==> src/rtl/seq_alu.sv <==
`default_nettype none
// +--------------------------------------------------------------------------+
// | Module   : seq_alu                                                       |
// | Purpose  : Multi-cycle sequential ALU. Single-cycle arithmetic, logic    |
// |            and branch-compare ops; bit-serial SHL/SHR; optional          |
// |            shift-add multiplier. Results are registered and validated    |
// |            by a one-cycle done pulse.                                    |
// | Options  : SEQ_ALU_MUL_EN - when defined, op 13 is an unsigned MUL.      |
// |            When undefined, op 13 is illegal and no multiplier state or   |
// |            datapath is built.                                            |
// | Revision : 1.0 - initial release                                         |
// +--------------------------------------------------------------------------+
module seq_alu #(
  parameter int WIDTH = 16,
  parameter int SHW   = 4
) (
  input  logic             clk,
  input  logic             reset,
  input  logic             start,
  input  logic [3:0]       op,
  input  logic [WIDTH-1:0] A,
  input  logic [WIDTH-1:0] B,
  input  logic [SHW-1:0]   shamt,
  output logic             busy,
  output logic             done,
  output logic [WIDTH-1:0] C,
  output logic             zero,
  output logic             err
);

  // Counter is one bit wider than shamt so it can also hold WIDTH for MUL.
  localparam int CW = SHW + 1;

  localparam logic [3:0] OP_ADD = 4'd0;
  localparam logic [3:0] OP_SUB = 4'd1;
  localparam logic [3:0] OP_AND = 4'd2;
  localparam logic [3:0] OP_ORR = 4'd3;
  localparam logic [3:0] OP_NOT = 4'd4;
  localparam logic [3:0] OP_TCP = 4'd5;
  localparam logic [3:0] OP_SHL = 4'd6;
  localparam logic [3:0] OP_SHR = 4'd7;
  localparam logic [3:0] OP_LHI = 4'd8;
  localparam logic [3:0] OP_BNE = 4'd9;
  localparam logic [3:0] OP_BEQ = 4'd10;
  localparam logic [3:0] OP_BGZ = 4'd11;
  localparam logic [3:0] OP_BLZ = 4'd12;
`ifdef SEQ_ALU_MUL_EN
  localparam logic [3:0] OP_MUL = 4'd13;
`endif

  typedef enum logic [1:0] {
    ST_IDLE  = 2'd0,
    ST_SHIFT = 2'd1,
    ST_DONE  = 2'd2
`ifdef SEQ_ALU_MUL_EN
    , ST_MUL = 2'd3
`endif
  } state_t;

  state_t           state_q, state_d;
  logic             busy_q, busy_d;
  logic             done_q, done_d;
  logic             zero_q, zero_d;
  logic             err_q, err_d;
  logic [WIDTH-1:0] c_q, c_d;
  logic [WIDTH-1:0] acc_q, acc_d;   // shift register / product accumulator
  logic [CW-1:0]    cnt_q, cnt_d;   // remaining iterations
  logic             shr_q, shr_d;   // latched shift direction

  logic [WIDTH-1:0] imm_c;
  logic             imm_zero;
  logic             imm_err;
  logic [WIDTH-1:0] shift_nxt;

`ifdef SEQ_ALU_MUL_EN
  logic [WIDTH-1:0] mcand_q, mcand_d;
  logic [WIDTH-1:0] mplier_q, mplier_d;
  logic [WIDTH-1:0] prod_nxt;
`endif

  // Single-cycle result computed straight from the inputs sampled with start.
  always_comb begin
    imm_c    = c_q;
    imm_zero = 1'b0;
    imm_err  = 1'b0;
    case (op)
      OP_ADD:  imm_c = A + B;
      OP_SUB:  imm_c = A - B;
      OP_AND:  imm_c = A & B;
      OP_ORR:  imm_c = A | B;
      OP_NOT:  imm_c = ~A;
      OP_TCP:  imm_c = -A;
      OP_SHL:  imm_c = A;              // only reached here with shamt == 0
      OP_SHR:  imm_c = A;
      OP_LHI:  imm_c = {B[WIDTH/2-1:0], {(WIDTH/2){1'b0}}};
      OP_BNE:  imm_zero = (A != B);    // branch compares keep C
      OP_BEQ:  imm_zero = (A == B);
      OP_BGZ:  imm_zero = ~A[WIDTH-1] & (|A);
      OP_BLZ:  imm_zero = A[WIDTH-1];
`ifdef SEQ_ALU_MUL_EN
      OP_MUL:  imm_c = c_q;            // multi-cycle, never committed from here
`endif
      default: begin
        imm_c   = '0;
        imm_err = 1'b1;
      end
    endcase
  end

  // One-bit step of the serial shifter and (optionally) the shift-add multiplier.
  always_comb begin
    shift_nxt = shr_q ? {acc_q[WIDTH-1], acc_q[WIDTH-1:1]} : {acc_q[WIDTH-2:0], 1'b0};
`ifdef SEQ_ALU_MUL_EN
    prod_nxt  = acc_q + (mplier_q[0] ? mcand_q : '0);
`endif
  end

  // Next-state and next-output logic for the sequencer.
  always_comb begin
    state_d = state_q;
    busy_d  = busy_q;
    done_d  = 1'b0;
    c_d     = c_q;
    zero_d  = zero_q;
    err_d   = err_q;
    acc_d   = acc_q;
    cnt_d   = cnt_q;
    shr_d   = shr_q;
`ifdef SEQ_ALU_MUL_EN
    mcand_d  = mcand_q;
    mplier_d = mplier_q;
`endif
    unique case (state_q)
      ST_IDLE: begin
        if (start) begin
          if (((op == OP_SHL) || (op == OP_SHR)) && (shamt != '0)) begin
            state_d = ST_SHIFT;
            busy_d  = 1'b1;
            acc_d   = A;
            cnt_d   = {1'b0, shamt};
            shr_d   = (op == OP_SHR);
`ifdef SEQ_ALU_MUL_EN
          end else if (op == OP_MUL) begin
            state_d  = ST_MUL;
            busy_d   = 1'b1;
            acc_d    = '0;
            mcand_d  = A;
            mplier_d = B;
            cnt_d    = CW'(WIDTH);
`endif
          end else begin
            state_d = ST_DONE;
            done_d  = 1'b1;
            c_d     = imm_c;
            zero_d  = imm_zero;
            err_d   = imm_err;
          end
        end
      end
      ST_SHIFT: begin
        acc_d = shift_nxt;
        cnt_d = cnt_q - CW'(1);
        if (cnt_q == CW'(1)) begin
          state_d = ST_DONE;
          busy_d  = 1'b0;
          done_d  = 1'b1;
          c_d     = shift_nxt;
          zero_d  = 1'b0;
          err_d   = 1'b0;
        end
      end
`ifdef SEQ_ALU_MUL_EN
      ST_MUL: begin
        acc_d    = prod_nxt;
        mcand_d  = {mcand_q[WIDTH-2:0], 1'b0};
        mplier_d = {1'b0, mplier_q[WIDTH-1:1]};
        cnt_d    = cnt_q - CW'(1);
        if (cnt_q == CW'(1)) begin
          state_d = ST_DONE;
          busy_d  = 1'b0;
          done_d  = 1'b1;
          c_d     = prod_nxt;
          zero_d  = 1'b0;
          err_d   = 1'b0;
        end
      end
`endif
      ST_DONE: begin
        state_d = ST_IDLE;             // start is ignored during the done cycle
      end
      default: begin
        state_d = ST_IDLE;
        busy_d  = 1'b0;
      end
    endcase
  end

  // State and registered outputs; reset aborts any operation in flight.
  always_ff @(posedge clk or posedge reset) begin
    if (reset) begin
      state_q  <= ST_IDLE;
      busy_q   <= 1'b0;
      done_q   <= 1'b0;
      c_q      <= '0;
      zero_q   <= 1'b0;
      err_q    <= 1'b0;
      acc_q    <= '0;
      cnt_q    <= '0;
      shr_q    <= 1'b0;
`ifdef SEQ_ALU_MUL_EN
      mcand_q  <= '0;
      mplier_q <= '0;
`endif
    end else begin
      state_q  <= state_d;
      busy_q   <= busy_d;
      done_q   <= done_d;
      c_q      <= c_d;
      zero_q   <= zero_d;
      err_q    <= err_d;
      acc_q    <= acc_d;
      cnt_q    <= cnt_d;
      shr_q    <= shr_d;
`ifdef SEQ_ALU_MUL_EN
      mcand_q  <= mcand_d;
      mplier_q <= mplier_d;
`endif
    end
  end

  assign busy = busy_q;
  assign done = done_q;
  assign C    = c_q;
  assign zero = zero_q;
  assign err  = err_q;

endmodule
`default_nettype wire

==> config.mk <==
export PLATFORM = sky130hd
export DESIGN_NAME = seq_alu
export DESIGN_NICKNAME = d
export VERILOG_FILES = /design/src/rtl/seq_alu.sv
export SDC_FILE = /design/constraint.sdc
export NUM_CORES = 1
export LEC_CHECK = 0
export BUFFER_PORTS_ARGS = -buffer_cell sky130_fd_sc_hd__buf_2
export CELL_PAD_IN_SITES_DETAIL_PLACEMENT = 0
export CELL_PAD_IN_SITES_GLOBAL_PLACEMENT = 1
export CORE_MARGIN = 4
export CORE_UTILIZATION = 40
export DETAILED_ROUTE_END_ITERATION = 8
export GPL_TIMING_DRIVEN = 0
export PLACE_DENSITY_LB_ADDON = 0.1
export SYNTH_ARGS = -nofsm -noshare
export SYNTH_HDL_FRONTEND = slang
export SYNTH_SLANG_ARGS = --single-unit
==> constraint.sdc <==
create_clock -name clk -period 3.05 [get_ports clk]
set_clock_uncertainty 0.05 [all_clocks]
set_input_delay 0.305 -clock clk [delete_from_list [all_inputs] [get_ports clk]]
set_output_delay 0.305 -clock clk [all_outputs]
set_load 0.005 [all_outputs]
==> run summary, run 1 <==
VDD IR-drop max = 229.1 uV
largest net degree at the start of global routing = 33
vias per cell = 6.123
routability congestion estimate from global placement = 0.9134
Chip Height = 123.2 um
async set-reset flop share out of synthesis = 1.000
cell taking the most area after synthesis = dfrtp_1
Final Critical Period = 2.852 ns
CTS tree = built
DRC Markers = 0
Max Slew Vio Count = 0
CTS Sinks = 44
global route total overflow = 0
vias in the first global route = 5,528
fmax = 350.6 MHz
Hold Vio Cnt, Final = 0
clk root buf = clkbuf_16
Clk pin slew, worst setup/hold paths = 0.06 ns
r2r worst-path depth = 9
Top FF cell, synth = dfrtp_1
Die X = 123.2 um
Area Growth Syn to Fin = 13.38%
Crit path arrival time = 2.96 ns
largest cells by area after synthesis = dfrtp_1, ha_1, a21oi_1, o21ai_0, nand2_1
final hold slack = 0.2348 ns
TritonCTS Buffers = 5
R2R Setup Slk = 0.32 ns
Synth Warn # = 0
layout cells sized above 1 = 0.1586
register area share after synthesis = 0.2073
Routed WL per cell = 21.95 um
cell chain of the critical path = buf_2 > inv_1 > ha_1 > clkbuf_1 > nor4_2 > nand3_1 > nor3_1 > mux2i_1 > nor3_1 > a31oi_1 > o21ai_0
worst-path maximum fanout = 10
CP Class = input port to flip-flop
RR Endpoint = C[11]$_DFFE_PP0P_
crit path launch type = input port
crit share post-route = 0.9351
antenna violations before repair = 0
Max clock buf depth = 2
Post-synth EDFFs = 0
distinct cell type count after synthesis = 80
Slew @ Worst Pin = 0.9104 ns
CP peak stage delay = 0.38 ns
core area = 12,820 um^2
worst r2r src = cnt_q[1]$_DFFE_PP0P_
status = complete, no violations
IO buf count = 62
hold crit path type = input port to flip-flop
first-pass GRT wire length = 31,890 um
MaxCap Viol Count = 0
HPWL after DPL = 16,440 um
Yosys top cell area share = 0.2073
final core occ = 0.4697
Slowest-stage cell, CP = ha_1
Mapped Nets = 791
htree depth = 2
first-pass detailed-route iteration total = 5
Routed Wire Length = 20,530 um
Crit path required time = 3.16 ns
Starting Density = 0.4142
Hold Path Sink = cnt_q[0]$_DFFE_PP0P_
RSZ-0062 raised after global routing = no
synthesized flop and latch total = 44
IO Pins = 63
via count = 5,725
worst hold stages = 3
cell area after synthesis = 5313 um^2
most used cell, CP = nor3_1
power per cell area = 475.7 nW/um^2
Rel. slew slack = 0.3898
die area = 15,190 um^2
post-synthesis cell count = 693
dpl ws = -0.4815 ns
final setup margin = 0.1980 ns
DRT antenna net count = 0
Post-Syn Area per Cell = 7.666 um^2
Crit. End Element = flip-flop
Layout Nets = 861
worst skew pair latency = 0.29 ns
1st-iter DRT viols = 587
Leakage = 2.685 nW
antenna cells = 0
row cnt = 41
GRT Resource Usage Total = 0.2729
Final setup viols = 0
worst hold path startpoint = shamt[0]
==> cell usage after synthesis, types with 4 or more instances <==
library cell / count
nor2_1: 50
dfrtp_1: 44
a22o_1: 4
o21bai_1: 5
nand4_1: 4
a211oi_1: 6
o21ai_1: 5
and3_1: 8
a31oi_1: 13
inv_1: 52
o31ai_1: 4
o22ai_1: 8
xor2_1: 5
a21o_1: 7
nand3_1: 22
nor4_1: 8
o211ai_1: 12
nor3_1: 19
clkbuf_1: 28
ha_1: 53
o221ai_1: 6
xnor2_1: 14
o21ai_0: 51
buf_2: 11
nand2_1: 67
o21a_1: 4
or3_1: 4
mux2i_1: 20
a21oi_1: 57
a221o_1: 5
nand2b_1: 6
nor2b_1: 10
mux2_2: 9
a221oi_1: 6
==> area by class of cell <==
class | count | area (um^2)
timing repair buffer | 64 | 340.3
tap | 172 | 215.2
clock inverter | 1 | 5.005
multi-input combinational | 552 | 3840
sequential | 44 | 1101
buffer | 42 | 190.2
fill | 1322 | 6802
inverter | 54 | 202.7
clock buffer | 6 | 128.9
==> metrics by stage <==
stage / instance area, um^2 / std cells / TNS (ns) / power (mW)
finish: 6023 / 935 / 0 / 2.865
global route: 6023 / 935 / 0 / 3.061
CTS: 6008 / 936 / 0 / 2.854
detailed placement: 5858 / 928 / -1.605 / 2.325
global placement: 5838 / 927 / -1.579 / 2.293
floorplan: 5313 / 693 / 0 / 1.835
==> logic make-up after synthesis <==
family          after synthesis  share of synthesized area
flops                        44                     0.2073
simple gates                218                     0.2025
buf+inv                      97                    0.07466
xor+xnor                     19                    0.03132
compound gates              231                     0.2951
mux                          29                    0.05676
fa+ha+maj                    55                     0.1324
==> power by group <==
part	switching (mW)	internal, mW	total, mW
clock network	0.225	0.298	0.523
registers	0.185	0.826	1.01
logic	0.767	0.565	1.33
==> cells in the final DEF, fill, tap and decap left out, types with 3 or more instances in the layout <==
cell and n:
o221a_2 3, o21a_1 4, and3_1 8, o22ai_1 8, nand2_1 67, nor3_1 19
nor2_1 50, a211oi_1 6, a221oi_1 5, o2111ai_1 3, buf_2 73, a21o_1 7
a21oi_1 57, o211ai_1 12, ha_1 53, mux2_2 9, a311oi_1 3, nand2b_1 6
o31ai_1 4, inv_2 3, inv_1 51, o21bai_1 5, nor4_1 7, a221o_1 5
nand4_1 4, nand3_1 22, a22o_1 4, xnor2_1 14, clkbuf_16 5, o21ai_1 6
or3_1 4, dfrtp_1 44, o221ai_1 6, a31oi_1 13, nor2b_1 10, o21ai_0 50
mux2i_1 20, clkbuf_1 28, xor2_1 5
==> worst max-delay path: cells and delay by family <==
kind                     cells  cell delay (ns)
AO/OA/AOI/OAI                2             0.35
adder cells (fa/ha/maj)      1             0.38
AND/OR/NAND/NOR              4             1.00
multiplexers                 1             0.28
buffers and inverters        3             0.63
==> registers in the layout (all words and copies together), names as in the netlist <==
| name | count |
|---|---|
| C | 16 |
| acc_q | 16 |
| cnt_q | 5 |
| state_q | 2 |
| busy | 1 |
| done | 1 |
| err | 1 |
| shr_q | 1 |
| zero | 1 |
==> worst max path at each step <==
stage / slack, ns / end / from / cells after the start
after floorplan: 0.38 / C[15]$_DFFE_PP0P_ / A[6] / 11
after global placement: -0.49 / C[14]$_DFFE_PP0P_ / A[6] / 12
after detailed placement: -0.48 / C[14]$_DFFE_PP0P_ / A[6] / 12
after CTS: 0.01 / C[15]$_DFFE_PP0P_ / A[6] / 12
after global routing: 0.02 / C[14]$_DFFE_PP0P_ / A[9] / 11
final: 0.20 / zero$_DFFE_PP0P_ / A[8] / 11
==> layer usage <==
layer | vias up | track usage | routed length (um)
met1 | 2770 | 0.3800 | 9013
met2 | 252 | 0.4448 | 9355
met5 | - | 0 | 0
met3 | 37 | 0.02882 | 1573
li1 | 2666 | - | -
met4 | 0 | 0.08512 | 584
==> what timing repair did <==
item	4_1_cts	5_1_grt
hold buffers	1	0
setup endpoints to repair	2	12
hold endpoints to repair	12	0
buffers inserted	0	0
resized for setup	2	4
(Power assumes the default switching activity.)
==> run 2, diff against run 1 <==
- ABC_CLOCK_PERIOD_IN_PS: default -> 3050
- CORE_ASPECT_RATIO: default -> 0.7
==> run summary, run 2 (same netlist as run 1, synthesis figures left out) <==
die area = 15,220 um^2 (+0.19%)
Die X = 145.7 um (+18%)
global route total overflow = 0 (unchanged)
cell internal pwr = 1.782 mW (+5.5%)
Crit path arrival time = 2.98 ns (+0.02 ns)
clock share of power = 0.209 (+0.027)
leading cell types in the layout, fill and taps excluded = buf_2, nand2_1, a21oi_1
dpl ws = -0.4492 ns (+0.03230 ns)
Routed Wire Length = 20,650 um (+0.60%)
Seq. cell area = 1101 um^2 (unchanged)
RSZ-0062 raised after global routing = no
crit path launch type = input port
switching share of power = 0.4037 (-0.006715)
layout cells sized above 1 = 0.1571 (-0.001516)
hold crit path type = input port to flip-flop
Final setup viols = 0 (unchanged)
met3 usage = 0.04443 (+0.01561)
worst-path maximum fanout = 9 (-1)
Clk pin slew, worst setup/hold paths = 0.07 ns (about the same)
TritonCTS Buffers = 5 (unchanged)
antenna cells = 0 (unchanged)
Final Cell Area = 6037 um^2 (+0.23%)
HPWL after DPL = 16,550 um (+0.63%)
gr busiest metal = met1
fmax = 345.7 MHz (-1.4%)
Layout Nets = 861 (unchanged)
total power = 2.988 mW (+4.3%)
htree depth = 2 (unchanged)
multi-input logic area = 3836 um^2 (about the same)
1st-iter DRT viols = 728 (+24%)
CP Class = input port to flip-flop
Routed WL per cell = 22.30 um (+1.6%)
first-pass detailed-route iteration total = 6 (+1)
IO buf count = 62 (unchanged)
MaxCap Viol Count = 0 (unchanged)
row cnt = 34 (-17%)
Leakage = 2.698 nW (+0.48%)
Crit path required time = 3.14 ns (-0.02 ns)
Rel. slew slack = 0.3045 (-0.08528)
GRT Resource Usage Total = 0.2663 (-0.006674)
Chip Height = 104.4 um (-15%)
Area Growth Syn to Fin = 13.64%
Starting Density = 0.4177 (+0.003423)
vias per cell = 6.206 (+1.4%)
M1 GR Usage = 0.4226 (+0.04262)
CTS tree = built
via count = 5,747 (+0.38%)
antenna violations before repair = 0 (unchanged)
global-route met2 utilization = 0.3811 (-0.06369)
Crit. End Element = flip-flop
CTS Sinks = 44 (unchanged)
dpl cell area = 5846 um^2 (-0.21%)
Hold Vio Cnt, Final = 0 (unchanged)
routability congestion estimate from global placement = 0.9328 (+2.1%)
final setup margin = 0.1574 ns (-0.04059 ns)
share of power burned in registers = 0.342 (-0.011)
Setup Fix Bufs, Post-CTS = 0 (unchanged)
vias in the first global route = 5,440 (-1.6%)
final hold slack = 0.2462 ns (+0.01140 ns)
Max Slew Vio Count = 0 (unchanged)
clk root buf = clkbuf_16
largest net degree at the start of global routing = 36 (+9.1%)
commonest non-fill, non-tap cell in the layout = buf_2
first-pass GRT wire length = 32,170 um (+0.87%)
Max clock buf depth = 2 (unchanged)
DRT antenna net count = 0 (unchanged)
VDD IR-drop max = 302.7 uV (+32%)
Psw = 1.206 mW (+2.6%)
Fillers = 1,300 (-1.7%)
Gate power share = 0.449 (-0.016)
Final Critical Period = 2.893 ns (+0.04059 ns)
Slew @ Worst Pin = 1.038 ns (+0.1272 ns)
core area = 12,720 um^2 (-0.82%)
IO Pins = 63 (unchanged)
power per cell area = 495.0 nW/um^2 (+4.1%)
DRC Markers = 0 (unchanged)
crit share post-route = 0.9484 (+0.01331)
status = complete, no violations
worst skew pair latency = 0.29 ns (about the same)
## run 2: routing by layer
layer	vias to the layer above	share of wire	routed length, um
met5	-	0	0
met4	0	0.0062	127
met3	14	0.088	1822
met2	272	0.41	8549
met1	2794	0.49	10150
li1	2667	-	-
## run 2: metrics by stage
stage                     std cells  setup TNS (ns)    util
final                           926               0  0.4746
after global routing            926               0  0.4746
after CTS                       927               0  0.4742
after detailed placement        918          -1.356  0.4596
after global placement          917          -1.306  0.4580
after floorplan                 693               0       -
## run 2: area by class of cell
cell class | instances | share of cell area
Inverter | 54 | 0.03358
Multi-Input combinational cell | 552 | 0.6354
Sequential cell | 44 | 0.1824
Buffer | 42 | 0.03150
Clock inverter | 2 | 0.005803
Clock buffer | 6 | 0.02135
Tap cell | 162 | 0.03358
Timing Repair Buffer | 64 | 0.05637
## run 2: final timing paths
kind                       slack [ns]  cells after the start                  from                     to
min reg2reg                      0.43                      1      busy$_DFFE_PP0P_       busy$_DFFE_PP0P_
max in group asynchronous        2.04                      4                 reset       C[3]$_DFFE_PP0P_
min in group asynchronous        0.43                      3                 reset  acc_q[11]$_DFFE_PP0P_
max reg2reg                      0.30                      9  cnt_q[1]$_DFFE_PP0P_      C[10]$_DFFE_PP0P_
min                              0.25                      3              shamt[0]   cnt_q[0]$_DFFE_PP0P_
max                              0.16                     10                  A[1]      C[10]$_DFFE_PP0P_
## run 2: power groups by stage
stage	Combinational [mW]	Sequential [mW]	Clock, mW
floorplan	0.863	0.972	0
global placement	1.28	1.01	0
detailed placement	1.31	1.02	0
CTS	1.33	1.01	0.632
global route	1.48	1.05	0.656
finish	1.34	1.02	0.626
## run 2: critical path, stage by stage
cell	delay (ns)
buf_2	0.17
inv_1	0.16
ha_1	0.20
or3b_1	0.45
nor4b_2	0.67
nor2_1	0.08
nor3_1	0.21
o211ai_1	0.14
a221oi_1	0.50
a311oi_1	0.10
## run 2: timing repair
action,4_1_cts,5_1_grt
endpoints found under the setup margin,6,5
endpoints found under the hold margin,9,0
gates resized for setup,3,2
gates cloned,0,0
hold buffers,1,0
==> run 3, diff against run 2 <==
- CORE_MARGIN: 4 -> default
==> run summary, run 3 (same netlist as run 1, synthesis figures left out) <==
DRT antenna net count = 0 (unchanged)
Clk pin slew, worst setup/hold paths = 0.06 ns (about the same)
routability congestion estimate from global placement = 0.9052 (-3.0%)
Buf/Inv on CP = 2 (unchanged)
power per cell area = 491.2 nW/um^2 (-0.76%)
global route total overflow = 0 (unchanged)
IO Pins = 63 (unchanged)
Chip Height = 98.42 um (-5.7%)
Routed WL per cell = 22.35 um (+0.20%)
MaxCap Viol Count = 0 (unchanged)
CP Class = flip-flop to flip-flop
largest net degree at the start of global routing = 35 (-2.8%)
final hold slack = 0.2480 ns (+0.001768 ns)
Final Critical Period = 2.840 ns (-0.05283 ns)
CTS tree = built
status = complete, no violations
dpl cells = 918 (unchanged)
Fillers = 1,301 (+0.077%)
htree depth = 2 (unchanged)
clk root buf = clkbuf_16
IO buf count = 62 (unchanged)
Slowest-stage cell, CP = nor4b_2
dpl ws = -0.5035 ns (-0.05435 ns)
layout cells sized above 1 = 0.1588 (+0.001725)
HPWL after DPL = 16,520 um (-0.16%)
total power = 2.963 mW (-0.84%)
Final Cell Area = 6032 um^2 (about the same)
DRC Markers = 0 (unchanged)
Final setup viols = 0 (unchanged)
Final Non-Filler Cells = 924 (-0.22%)
worst-path maximum fanout = 10 (+1)
worst skew pair latency = 0.29 ns (about the same)
TritonCTS Buffers = 5 (unchanged)
first-pass GRT wire length = 31,860 um (-0.96%)
row cnt = 34 (unchanged)
Setup TNS = 0 ns (unchanged)
Layout Nets = 861 (unchanged)
cell chain of the critical path = inv_1 > ha_1 > nor4b_2 > nand2_1 > a21oi_1 > buf_2 > o21ai_1 > a211oi_1 > a2bb2oi_1 > o31ai_1
Crit. End Element = flip-flop
Crit path required time = 3.15 ns (about the same)
fmax = 352.1 MHz (+1.9%)
Slew @ Worst Pin = 1.010 ns (-0.02712 ns)
antenna cells = 0 (unchanged)
Area Growth Syn to Fin = 13.54% (about the same)
Leakage = 2.694 nW (-0.14%)
delay-heaviest family, CP = compound AO/OA/AOI/OAI gates
leading cell types in the layout, fill and taps excluded = buf_2, nand2_1, a21oi_1
CTS Sinks = 44 (unchanged)
VDD IR-drop max = 347.8 uV (+15%)
Rel. slew slack = 0.3227 (+0.01818)
crit path launch type = flip-flop
CP peak stage delay = 0.42 ns (-0.25 ns)
dpl cell area = 5846 um^2 (unchanged)
Crit path arrival time = 2.94 ns (-0.04 ns)
antenna violations before repair = 0 (unchanged)
RSZ-0062 raised after global routing = no
commonest non-fill, non-tap cell in the layout = buf_2
Max clock buf depth = 2 (unchanged)
die area = 13,750 um^2 (-9.6%)
vias in the first global route = 5,286 (-2.8%)
core area = 12,680 um^2 (-0.33%)
hold crit path type = input port to flip-flop
GRT Resource Usage Total = 0.3062 (+0.03997)
first-pass detailed-route iteration total = 5 (-1)
Max Slew Vio Count = 0 (unchanged)
Routed Wire Length = 20,650 um (about the same)
via count = 5,696 (-0.89%)
final setup margin = 0.2103 ns (+0.05283 ns)
crit share post-route = 0.9311 (-0.01732)
Setup Fix Bufs, Post-CTS = 0 (unchanged)
final core occ = 0.4758 (+0.001198)
vias per cell = 6.165 (-0.67%)
Starting Density = 0.4191 (+0.001402)
1st-iter DRT viols = 575 (-21%)
Die X = 139.7 um (-4.1%)
Hold Vio Cnt, Final = 0 (unchanged)
## run 3: changes by cell type in the layout (fill, tap and decap cells not counted)
cell / change
a221oi_1: -1
a221oi_2: +1
clkbuf_1: -1
clkinv_2: -1
nor4_1: -1
nor4_2: +1
nor4b_2: +1
nor4b_4: -1
o21ai_0: +1
o21ai_1: -1
## run 3: final timing paths
| path | from | end | slack [ns] | cells after the start |
|---|---|---|---|---|
| worst max-delay path | cnt_q[1]$_DFFE_PP0P_ | C[13]$_DFFE_PP0P_ | 0.21 | 10 |
| worst min-delay path | shamt[0] | cnt_q[0]$_DFFE_PP0P_ | 0.25 | 3 |
| worst max register to register | cnt_q[1]$_DFFE_PP0P_ | C[13]$_DFFE_PP0P_ | 0.21 | 10 |
| worst min register to register | C[2]$_DFFE_PP0P_ | C[2]$_DFFE_PP0P_ | 0.45 | 1 |
| max in group asynchronous | reset | cnt_q[1]$_DFFE_PP0P_ | 2.04 | 4 |
| min in group asynchronous | reset | acc_q[12]$_DFFE_PP0P_ | 0.44 | 3 |
## run 3: worst min-delay path, cell delays in order
cell and delay [ns]:
buf_2 0.09, nand2_1 0.05, o211ai_1 0.10
## run 3: cell type report
type	instances	area, um^2	share of cell area
buffer	42	190.2	0.03153
clock buffer	5	125.1	0.02074
clock inverter	1	30.03	0.004978
inverter	54	202.7	0.03360
multi-input combinational	552	3840	0.6366
sequential	44	1101	0.1825
tap	162	202.7	0.03360
timing repair buffer	64	340.3	0.05642
## run 3: report_power, final
part	switching, mW	internal (mW)	total, mW
registers	0.191	0.825	1.02
logic	0.769	0.567	1.34
clock network	0.233	0.378	0.610
## run 3: repair_timing
action | in CTS | in global routing
hold buffers | 1 | 0
cloned | 0 | 0
setup endpoints to repair | 7 | 4
endpoints found under the hold margin | 10 | 0
gates resized for setup | 3 | 2
## run 3: metal layers
metal	track usage	vias up	wire [um]
met1	0.4790	2739	10400
met4	0.05917	0	317
met5	0	-	0
met3	0.06074	28	1817
li1	-	2665	-
met2	0.4269	264	8108
